## src/rtl/frame_stream_decoder.sv

```systemverilog
// Pops 17-bit control/pixel words from a synchronous FIFO, tags pixels with x/y and emits beats via a 2-entry skid buffer.
// Optional checking build: define STREAM_ERROR_CHECK_EN for violation reporting and row/frame bounds checks.
module frame_stream_decoder #(
    parameter int FRAME_WIDTH  = 480,
    parameter int FRAME_HEIGHT = 272
) (
    input  logic        clk,
    input  logic        reset_n,
    input  logic        queue_empty,
    output logic        queue_rd_en,
    input  logic [16:0] queue_data,
    output logic        out_valid,
    input  logic        out_ready,
    output logic [15:0] out_data,
    output logic [10:0] out_x,
    output logic [10:0] out_y,
    output logic        out_sof,
    output logic        out_eol,
    output logic        out_eof,
    output logic        protocol_err,
    output logic [15:0] err_count
);
`ifdef STREAM_ERROR_CHECK_EN
    localparam bit CHK = 1'b1;
`else
    localparam bit CHK = 1'b0;
`endif
    localparam logic [10:0] X_LAST = 11'(FRAME_WIDTH - 1);
    localparam logic [10:0] Y_END  = 11'(FRAME_HEIGHT);

    typedef struct packed {
        logic [15:0] data;
        logic [10:0] x;
        logic [10:0] y;
        logic        sof;
        logic        eol;
        logic        eof;
    } beat_t;

    typedef enum logic [1:0] {WAIT_FRAME, WAIT_ROW, PIXELS, DROP} state_t;

    state_t      state, state_n;
    logic [10:0] x, x_n, y, y_n;
    logic        inflight, rd_ok, push, pop, viol;
    logic [1:0]  occ;
    logic [2:0]  load;
    beat_t       head, tail, push_beat;

    // Reads are held off for one cycle after reset so queue_rd_en is 0 in reset.
    assign out_valid   = (occ != 2'd0);
    assign pop         = out_valid && out_ready;
    assign load        = {1'b0, occ} + {2'b0, inflight} - {2'b0, pop};
    assign queue_rd_en = rd_ok && !queue_empty && (load < 3'd2);

    assign out_data = head.data;
    assign out_x    = head.x;
    assign out_y    = head.y;
    assign out_sof  = head.sof;
    assign out_eol  = head.eol;
    assign out_eof  = head.eof;

    always_comb begin
        state_n        = state;
        x_n            = x;
        y_n            = y;
        push           = 1'b0;
        viol           = 1'b0;
        push_beat      = '0;
        push_beat.data = queue_data[15:0];
        push_beat.x    = x;
        push_beat.y    = y;
        push_beat.sof  = (x == 11'd0) && (y == 11'd0);
        push_beat.eol  = (x == X_LAST);
        if (inflight) begin
            if (!queue_data[16]) begin
                case (state)
                    WAIT_FRAME: viol = 1'b1;
                    WAIT_ROW: begin
`ifdef STREAM_ERROR_CHECK_EN
                        viol = 1'b1;
`else
                        push = 1'b1;
                        x_n  = x + 11'd1;
`endif
                    end
                    PIXELS: begin
                        push = 1'b1;
                        x_n  = x + 11'd1;
                        if (x == X_LAST) begin
                            state_n = WAIT_ROW;
                            y_n     = y + 11'd1;
                        end
                    end
                    default: ;
                endcase
            end else begin
                case (queue_data[15:0])
                    16'h0000: begin
                        viol    = (state != WAIT_FRAME);
                        state_n = WAIT_ROW;
                        x_n     = 11'd0;
                        y_n     = 11'd0;
                    end
                    16'h0001: begin
                        if (state == WAIT_ROW) begin
                            if (CHK && y == Y_END) begin
                                viol    = 1'b1;
                                state_n = DROP;
                            end else begin
                                state_n = PIXELS;
                                x_n     = 11'd0;
                            end
                        end else if (state == PIXELS && x != 11'd0) begin
                            // Short row: close it out and start the next one.
                            viol = 1'b1;
                            x_n  = 11'd0;
                            y_n  = y + 11'd1;
                            if (CHK && (y + 11'd1) == Y_END) state_n = DROP;
                        end
                    end
                    16'hFFFF: begin
                        if (state != WAIT_FRAME) begin
                            push          = 1'b1;
                            push_beat     = '0;
                            push_beat.eof = 1'b1;
                            viol          = (state == PIXELS && x != 11'd0) || (y < Y_END);
                            state_n       = WAIT_FRAME;
                        end
                    end
                    default: viol = 1'b1;
                endcase
            end
        end
    end

    always_ff @(posedge clk or negedge reset_n) begin
        if (!reset_n) begin
            state        <= WAIT_FRAME;
            x            <= '0;
            y            <= '0;
            inflight     <= 1'b0;
            rd_ok        <= 1'b0;
            occ          <= '0;
            head         <= '0;
            tail         <= '0;
            protocol_err <= 1'b0;
            err_count    <= '0;
        end else begin
            state        <= state_n;
            x            <= x_n;
            y            <= y_n;
            inflight     <= queue_rd_en;
            rd_ok        <= 1'b1;
            protocol_err <= CHK && viol;
            if (CHK && viol && err_count != 16'hFFFF) err_count <= err_count + 16'd1;
            // Head only changes on pop or when loading an empty buffer, keeping out_* stable under stall.
            case ({push, pop})
                2'b10: begin
                    if (occ == 2'd0) head <= push_beat;
                    else             tail <= push_beat;
                    occ <= occ + 2'd1;
                end
                2'b01: begin
                    head <= tail;
                    occ  <= occ - 2'd1;
                end
                2'b11: begin
                    if (occ == 2'd1) head <= push_beat;
                    else begin
                        head <= tail;
                        tail <= push_beat;
                    end
                end
                default: ;
            endcase
        end
    end
endmodule

```

## config.mk

```make
export PLATFORM = sky130hd
export DESIGN_NAME = frame_stream_decoder
export DESIGN_NICKNAME = d
export VERILOG_FILES = /design/src/rtl/frame_stream_decoder.sv
export SDC_FILE = /design/constraint.sdc
export NUM_CORES = 1
export LEC_CHECK = 0
export BUFFER_PORTS_ARGS = -buffer_cell sky130_fd_sc_hd__buf_2
export CAP_MARGIN = 10
export CORE_MARGIN = 5
export CORE_UTILIZATION = 45
export DETAILED_ROUTE_END_ITERATION = 12
export GPL_ROUTABILITY_DRIVEN = 1
export HOLD_SLACK_MARGIN = 0.15
export MAX_ROUTING_LAYER = met4
export PLACE_DENSITY_LB_ADDON = 0.12
export SYNTH_ARGS = -nofsm -noshare
export SYNTH_HDL_FRONTEND = slang
export SYNTH_SLANG_ARGS = --single-unit
export TNS_END_PERCENT = 20
```

## constraint.sdc

```tcl
create_clock -name clk -period 2.6 [get_ports clk]
set_clock_uncertainty 0.1 [all_clocks]
set_input_delay 0.39 -clock clk [delete_from_list [all_inputs] [get_ports clk]]
set_output_delay 0.39 -clock clk [all_outputs]
set_load 0.005 [all_outputs]
```

## Word level (Yosys, flattened, before mapping)

Index checks and enable logic that the tools add are counted.

| storage, ports and cells | value |
|---|---|
| register bits | 110 |
| word-level logic and storage cells | 102 |
| output and inout bits | 60 |
| input port bits | 21 |

| cells by class | value |
|---|---|
| muxes and demuxes | 33 |
| $add $sub $neg | 6 |
| equality and inequality tests | 19 |
| magnitude comparators | 1 |
| reductions and logical operators | 25 |

Operators by type and width:

| kind | number |
|---|---|
| 41-bit 2-to-1 mux | 8 |
| 41-bit case mux with 3 select lines | 1 |
| 11-bit 2-to-1 mux | 9 |
| 41-bit case mux with 2 select lines | 1 |
| 11-bit case mux with 2 select lines | 2 |
| 11-bit by 1-bit adder with 11-bit output (second input constant) | 2 |
| 11-bit zero test | 2 |
| 16-bit by 1-bit equality test with 1-bit output (second input constant) | 1 |
| 16-bit equality test (second input constant) | 1 |
| 16-bit zero test | 1 |
| 2-bit nonzero test | 7 |
| 3-bit inequality test (second input constant) | 4 |
| 6-bit AND reduction | 2 |
| 11-bit by 9-bit equality test with 1-bit output (second input constant) | 1 |
| 11-bit nonzero test | 1 |
| 2-bit 2-to-1 mux | 5 |
| 2-bit by 1-bit equality test with 1-bit output (second input constant) | 3 |
| 2-bit equality test (second input constant) | 3 |
| 2-bit inequality test (second input constant) | 3 |
| 2-bit case mux with 3 select lines | 1 |
| 1-bit logical AND | 5 |
| 1-bit 2-to-1 mux | 5 |
| 4-bit by 1-bit inequality test with 1-bit output (second input constant) | 1 |
| 4-bit inequality test (second input constant) | 1 |
| other kinds (14) | 14 |

## Longest topological paths before layout

| logic depth | value |
|---|---|
| word-level depth | 8 |
| mapped depth | 14 |
| gate-level depth less buffers | 12 |

## Worst setup path before layout

No wires, ideal clock.

| timing | value |
|---|---|
| path type | in2reg |
| start point | input queue_data[4] |
| end point | register head (netlist bit out_data[0]) |
| data arrival time | 2.552 ns |
| data required time | 2.436 ns |
| path buffers | 2 |
| cell stages on the path | 12 |
| slack | -0.116 ns |
| path through | nand4_1 -> nor3_1 -> and3_1 -> clkbuf_1 -> nor2_1 -> inv_1 -> ha_1 -> a21oi_1 -> a31oi_1 -> clkbuf_1 -> a22o_1 -> mux2_2 |

| between the ends | value |
|---|---|
| word-level cells in the longest chain between the ends | 7 |
| elaborated cells on any way between the ends | 16 |
| those cells by class | eq/ne (5); mux (9); reduce/logical (2) |

RTL lines:

| what | RTL line | text |
|---|---|---|
| start, declared | 11 | `input logic [16:0] queue_data,` |
| 16-bit equality test (*) | 97 | `case (queue_data[15:0])` |
| 1-bit 2-to-1 mux | 97 |  |
| 1-bit 2-to-1 mux | 75 | `if (!queue_data[16]) begin` |
| 1-bit 2-to-1 mux | 74 | `if (inflight) begin` |
| 2-bit equality test or 2-bit by 1-bit equality test with 1-bit output (tied branches) | 157 | `case ({push, pop})` |
| 2-bit inequality test (no source line) or 3-bit nonzero test (tied branches) | -- |  |
| 2-bit AND reduction (no source line) | -- |  |
| end signal, assigned | 159 | `if (occ == 2'd0) head <= push_beat;` |
| end signal, assigned | 164 | `head <= tail;` |
| end signal, assigned | 168 | `if (occ == 2'd1) head <= push_beat;` |
| end, declared | 47 | `beat_t head, tail, push_beat;` |

Mark *: on every way between the ends. The rest lies on a longest branch, timed or not. The select of a mux whose other input is x is not followed.
A chain may end at the register's enable or synchronous reset.

## Worst setup path after layout

| timing | value |
|---|---|
| start point | register occ[0] |
| end point | output queue_rd_en |

| between the ends | value |
|---|---|
| word-level cells in the longest chain between the ends | 5 |
| elaborated cells on any way between the ends | 6 |
| those cells by class | add/sub (2); order compare (1); reduce/logical (3) |

RTL lines:

| what | RTL line | text |
|---|---|---|
| start, declared | 45 | `logic [1:0] occ;` |
| start signal, assigned | 161 | `occ <= occ + 2'd1;` |
| start signal, assigned | 165 | `occ <= occ - 2'd1;` |
| parallel branches: the longest is 2 deep, another holds 2-bit by 1-bit adder with 3-bit output | -- |  |
| 3-bit by 1-bit subtractor with 3-bit output (*) | 52 | `assign load = {1'b0, occ} + {2'b0, inflight} - {2'b0, pop};` |
| 3-bit by 2-bit less-than comparator with 1-bit output (*) | 53 | `assign queue_rd_en = rd_ok && !queue_empty && (load < 3'd2);` |
| 1-bit logical AND (*) | 53 |  |
| end, declared | 10 | `output logic queue_rd_en,` |

Mark *: on every way between the ends.

==> impl_metrics.csv <==
group,metric,value,unit
synthesis,syn_inst,565,
timing,slew_violations,0,
finish,antenna_cells,0,
detailed_routing,drt_wl_total,15.0,mm
outcome,status,"finished, violations left",
clock_tree,insertion_delay,0.36,ns
synthesis,synth_area_leaders,"dfrtp_1, mux2_2, nand2_1",
clock_tree,path_clk_slew,0.07,ns
floorplanning,die-area,14800,um2
detailed_routing,route.vias.total,4691,
synthesis,syn_avg_cell_area,9.92,um2
finish,nFillCells,1100,
detailed_routing,post_drt_wl_per_cell,17.6,um
pwr,irDropWorstVdd,427,uV
global_route,globalRouteTotalUtil,0.209,
timing,min_period,2.84,ns
detailed_routing,ant_nets,0,
detailed_routing,drtPass1Iterations,4,
timing,setup_ws,-0.243,ns
clock_tree,cts_tree,"done",
pwr,sw_frac_of_total,0.342,
synthesis,yosysWarnings,16,
floorplanning,io_pins,81,
timing,clock.fmax,352,MHz
critical_path,slowest_delay,0.39,ns
clock_tree,clockBufferDepth,2,
detailed_routing,drt_iter0_drc,350,
critical_path,cp_max_fo,2,
pwr,seq_power_share,0.387,
global_route,grt_pass1_wl,24.0,mm
critical_path,r2r_slack,0.11,ns
place,dp_hpwl,9.96,mm
global_route,gr-total-overflow,0,
synthesis,yosysUniqueCellTypes,48,
global_route,grt_pass1_vias,4700,
synthesis,synth-seq-cells,110,
pwr,p_leak,3.45,nW
global_route,antenna_found_initial,0,
finish,final_layout_size_suffix_gt1_frac,0.310,
detailed_routing,drc,0,
critical_path,cp.arrival,2.35,ns
timing,rsz0062_at_grt,"true",
floorplanning,die_h,122,um
pwr,internal-power,0.00439,W
critical_path,path_class,"register to output port",
critical_path,startpoint_type,"register",
critical_path,crit_path_frequent_cell,"ha_4",
synthesis,yosysTopAreaCell,"dfrtp_1",
finish,nNetsFinal,713,
synthesis,async_flop_share,1.00,
timing,fin_tns_setup,-0.243,ns
clock_tree,cts_buffers,9,
worst_hold_path,hp-class,"input port to register",
floorplanning,initial_core_util,0.463,
finish,syn2layout_area_growth,25.8,%
clock_tree,numClockSinks,110,
pwr,comb_power_share,0.396,
critical_path,path_cells,"inv_2, ha_4, nand2b_4, inv_4, ha_4, nor2_4, fa_2, xnor2_2, nor4b_4, buf_2",
synthesis,yosysSeqAreaShare,0.491,
floorplanning,coreArea,12100,um2
timing,finalSetupViolCount,1,
detailed_routing,vias_per_cell,5.51,
critical_path,cp-end-kind,"output port",
clock_tree,htree_levels,3,
outcome,violations,"negative setup slack",
floorplanning,die-width,122,um
floorplanning,num_rows,40,
synthesis,synth_top_area_share,0.491,
place,dp_cells,821,
finish,layout.cells.non_filler,851,
timing,hold_viol_final,0,
synthesis,syn_area,5600,um2
place,gp_congestion,0.926,
pwr,clkPwrFrac,0.217,
timing,layout_worst_path_cycle_share,1.09,
critical_path,cp.required,2.11,ns
synthesis,synth_ff_type,"dfrtp_1",
place,port_buffers,63,
clock_tree,cts_root_buffer,"clkbuf_16",
pwr,netSwitchingPower,0.00228,W
synthesis,synth_edf_count,0,
global_route,grt_start_max_net_pins,50,
flow_run,maxCapViolations,0,
pwr,powerDensity,946,nW/um2
critical_path,crit_slowest_cell,"dfrtp_1",
## critical path: cells and delay by family (launching register included)
family,cells,cell delay [ns]
adder cells (fa/ha/maj),3,0.73
buffers and inverters,3,0.28
flip-flops,1,0.39
XOR/XNOR,1,0.16
AND/OR/NAND/NOR,3,0.42
## layout by cell type (no fill, tap or decap), drive strengths merged, types with 2 or more instances in the layout
cell         synthesis  routed
nand2b               2       2
a21o                 2       2
mux2                31      31
a221oi               2       2
a221o               10      10
clkbuf              31      12
a31oi                2       2
nand2               90      90
and2                11      11
buf                 23     137
nor2                15      15
nand4               11      11
xnor2                3       3
mux2i                4       4
nor3                10      10
a22o                31      31
o41ai                2       2
a21oi               20      20
nand3               42      42
o31ai               18      18
o211ai               2       2
dfrtp              110     110
inv                 22      22
and3                 4       4
ha                  13      13
nor4                 6       6
or3                  4       4
dlygate4sd3          0       2
o21ai               17      17
or4                 11      11
conb                 2      18
clkinv               0       4
## worst paths after layout
check	from	endpoint	depth (start not counted)
max in group asynchronous	reset_n	out_data[8]	3
max	occ[0]	queue_rd_en	10
min reg2reg	tail[12]	tail[12]	2
min	queue_data[5]	tail[30]	3
max reg2reg	occ[0]	out_x[4]	13
min in group asynchronous	reset_n	out_y[9]	2
## metrics by stage
stage	total power [W]	setup slack, ns	hold slack (ns)	instance area [um2]	utilization
3_3_place_gp	0.00492	-0.0647	0.239	6480	0.535
3_5_place_dp	0.00499	-0.130	0.242	6480	0.535
5_1_grt	0.00711	-0.356	0.206	7050	0.582
4_1_cts	0.00655	-0.315	0.195	6880	0.568
2_1_floorplan	0.00401	0.00609	-0.00559	5680	-
6_report	0.00667	-0.243	0.203	7050	0.582
## synth_stat cells (2+ instances only)
| cell | count |
|---|---|
| mux2i_1 | 4 |
| a31oi_1 | 2 |
| nand4_1 | 11 |
| a221o_1 | 10 |
| nor3_1 | 10 |
| ha_1 | 13 |
| o31ai_1 | 18 |
| inv_1 | 22 |
| or4_1 | 11 |
| dfrtp_1 | 110 |
| clkbuf_1 | 31 |
| and3_1 | 4 |
| xnor2_1 | 3 |
| nor4_1 | 6 |
| o21ai_0 | 17 |
| a221oi_1 | 2 |
| a21oi_1 | 20 |
| nand2_1 | 90 |
| mux2_2 | 31 |
| nand3_1 | 42 |
| buf_2 | 5 |
| or3_1 | 3 |
| o211ai_1 | 2 |
| conb_1 | 2 |
| and2_1 | 11 |
| nand2b_1 | 2 |
| a21o_1 | 2 |
| a22o_1 | 31 |
| buf_4 | 17 |
| nor2_1 | 15 |
## registers in the layout, indices dropped and copies added, names as in the netlist, 2 cells and up
register and count:
tail 41, out_x 11, out_data 16, occ 2, x 11, out_y 11, state 2, y 11
## power groups by stage
stage          clock (W)  combinational (W)  sequential [W]
2_1_floorplan          0            0.00146         0.00255
3_3_place_gp           0            0.00234         0.00258
3_5_place_dp           0            0.00239         0.00260
4_1_cts          0.00148            0.00250         0.00257
5_1_grt          0.00154            0.00292         0.00265
6_report         0.00145            0.00264         0.00258
## logic make-up after synthesis
family | Yosys count | share of synthesized area
buf+inv | 76 | 0.0648
other cells | 2 | 0.00134
simple gates | 212 | 0.184
flops | 110 | 0.491
xor+xnor | 3 | 0.00469
mux | 35 | 0.0695
fa+ha+maj | 14 | 0.0326
compound gates | 113 | 0.152
## metal layers
metal  track usage  share of wire  vias to the layer above
met1         0.289           0.48                     2341
met2         0.318           0.47                       96
met3        0.0269          0.037                       20
met5             -              0                        -
li1              -              -                     2234
met4        0.0770          0.019                        0
## timing repair
action,CTS,global route
setup buffers,3,7
cloned,0,2
hold buffers,2,0
hold endpoints to repair,28,0
gates resized for setup,13,21
pin swaps,5,10
endpoints found under the setup margin,31,91
## layout make-up
| type | count | area (um2) | share of cell area |
|---|---|---|---|
| clock buffer | 11 | 253 | 0.0359 |
| clock inverter | 5 | 57.6 | 0.00816 |
| inverter | 22 | 85.1 | 0.0121 |
| multi-input combinational | 395 | 2690 | 0.381 |
| sequential | 110 | 2750 | 0.390 |
| tap | 168 | 210 | 0.0298 |
| timing repair buffer | 140 | 1010 | 0.143 |
No activity file was read; power rests on OpenSTA's default activity.
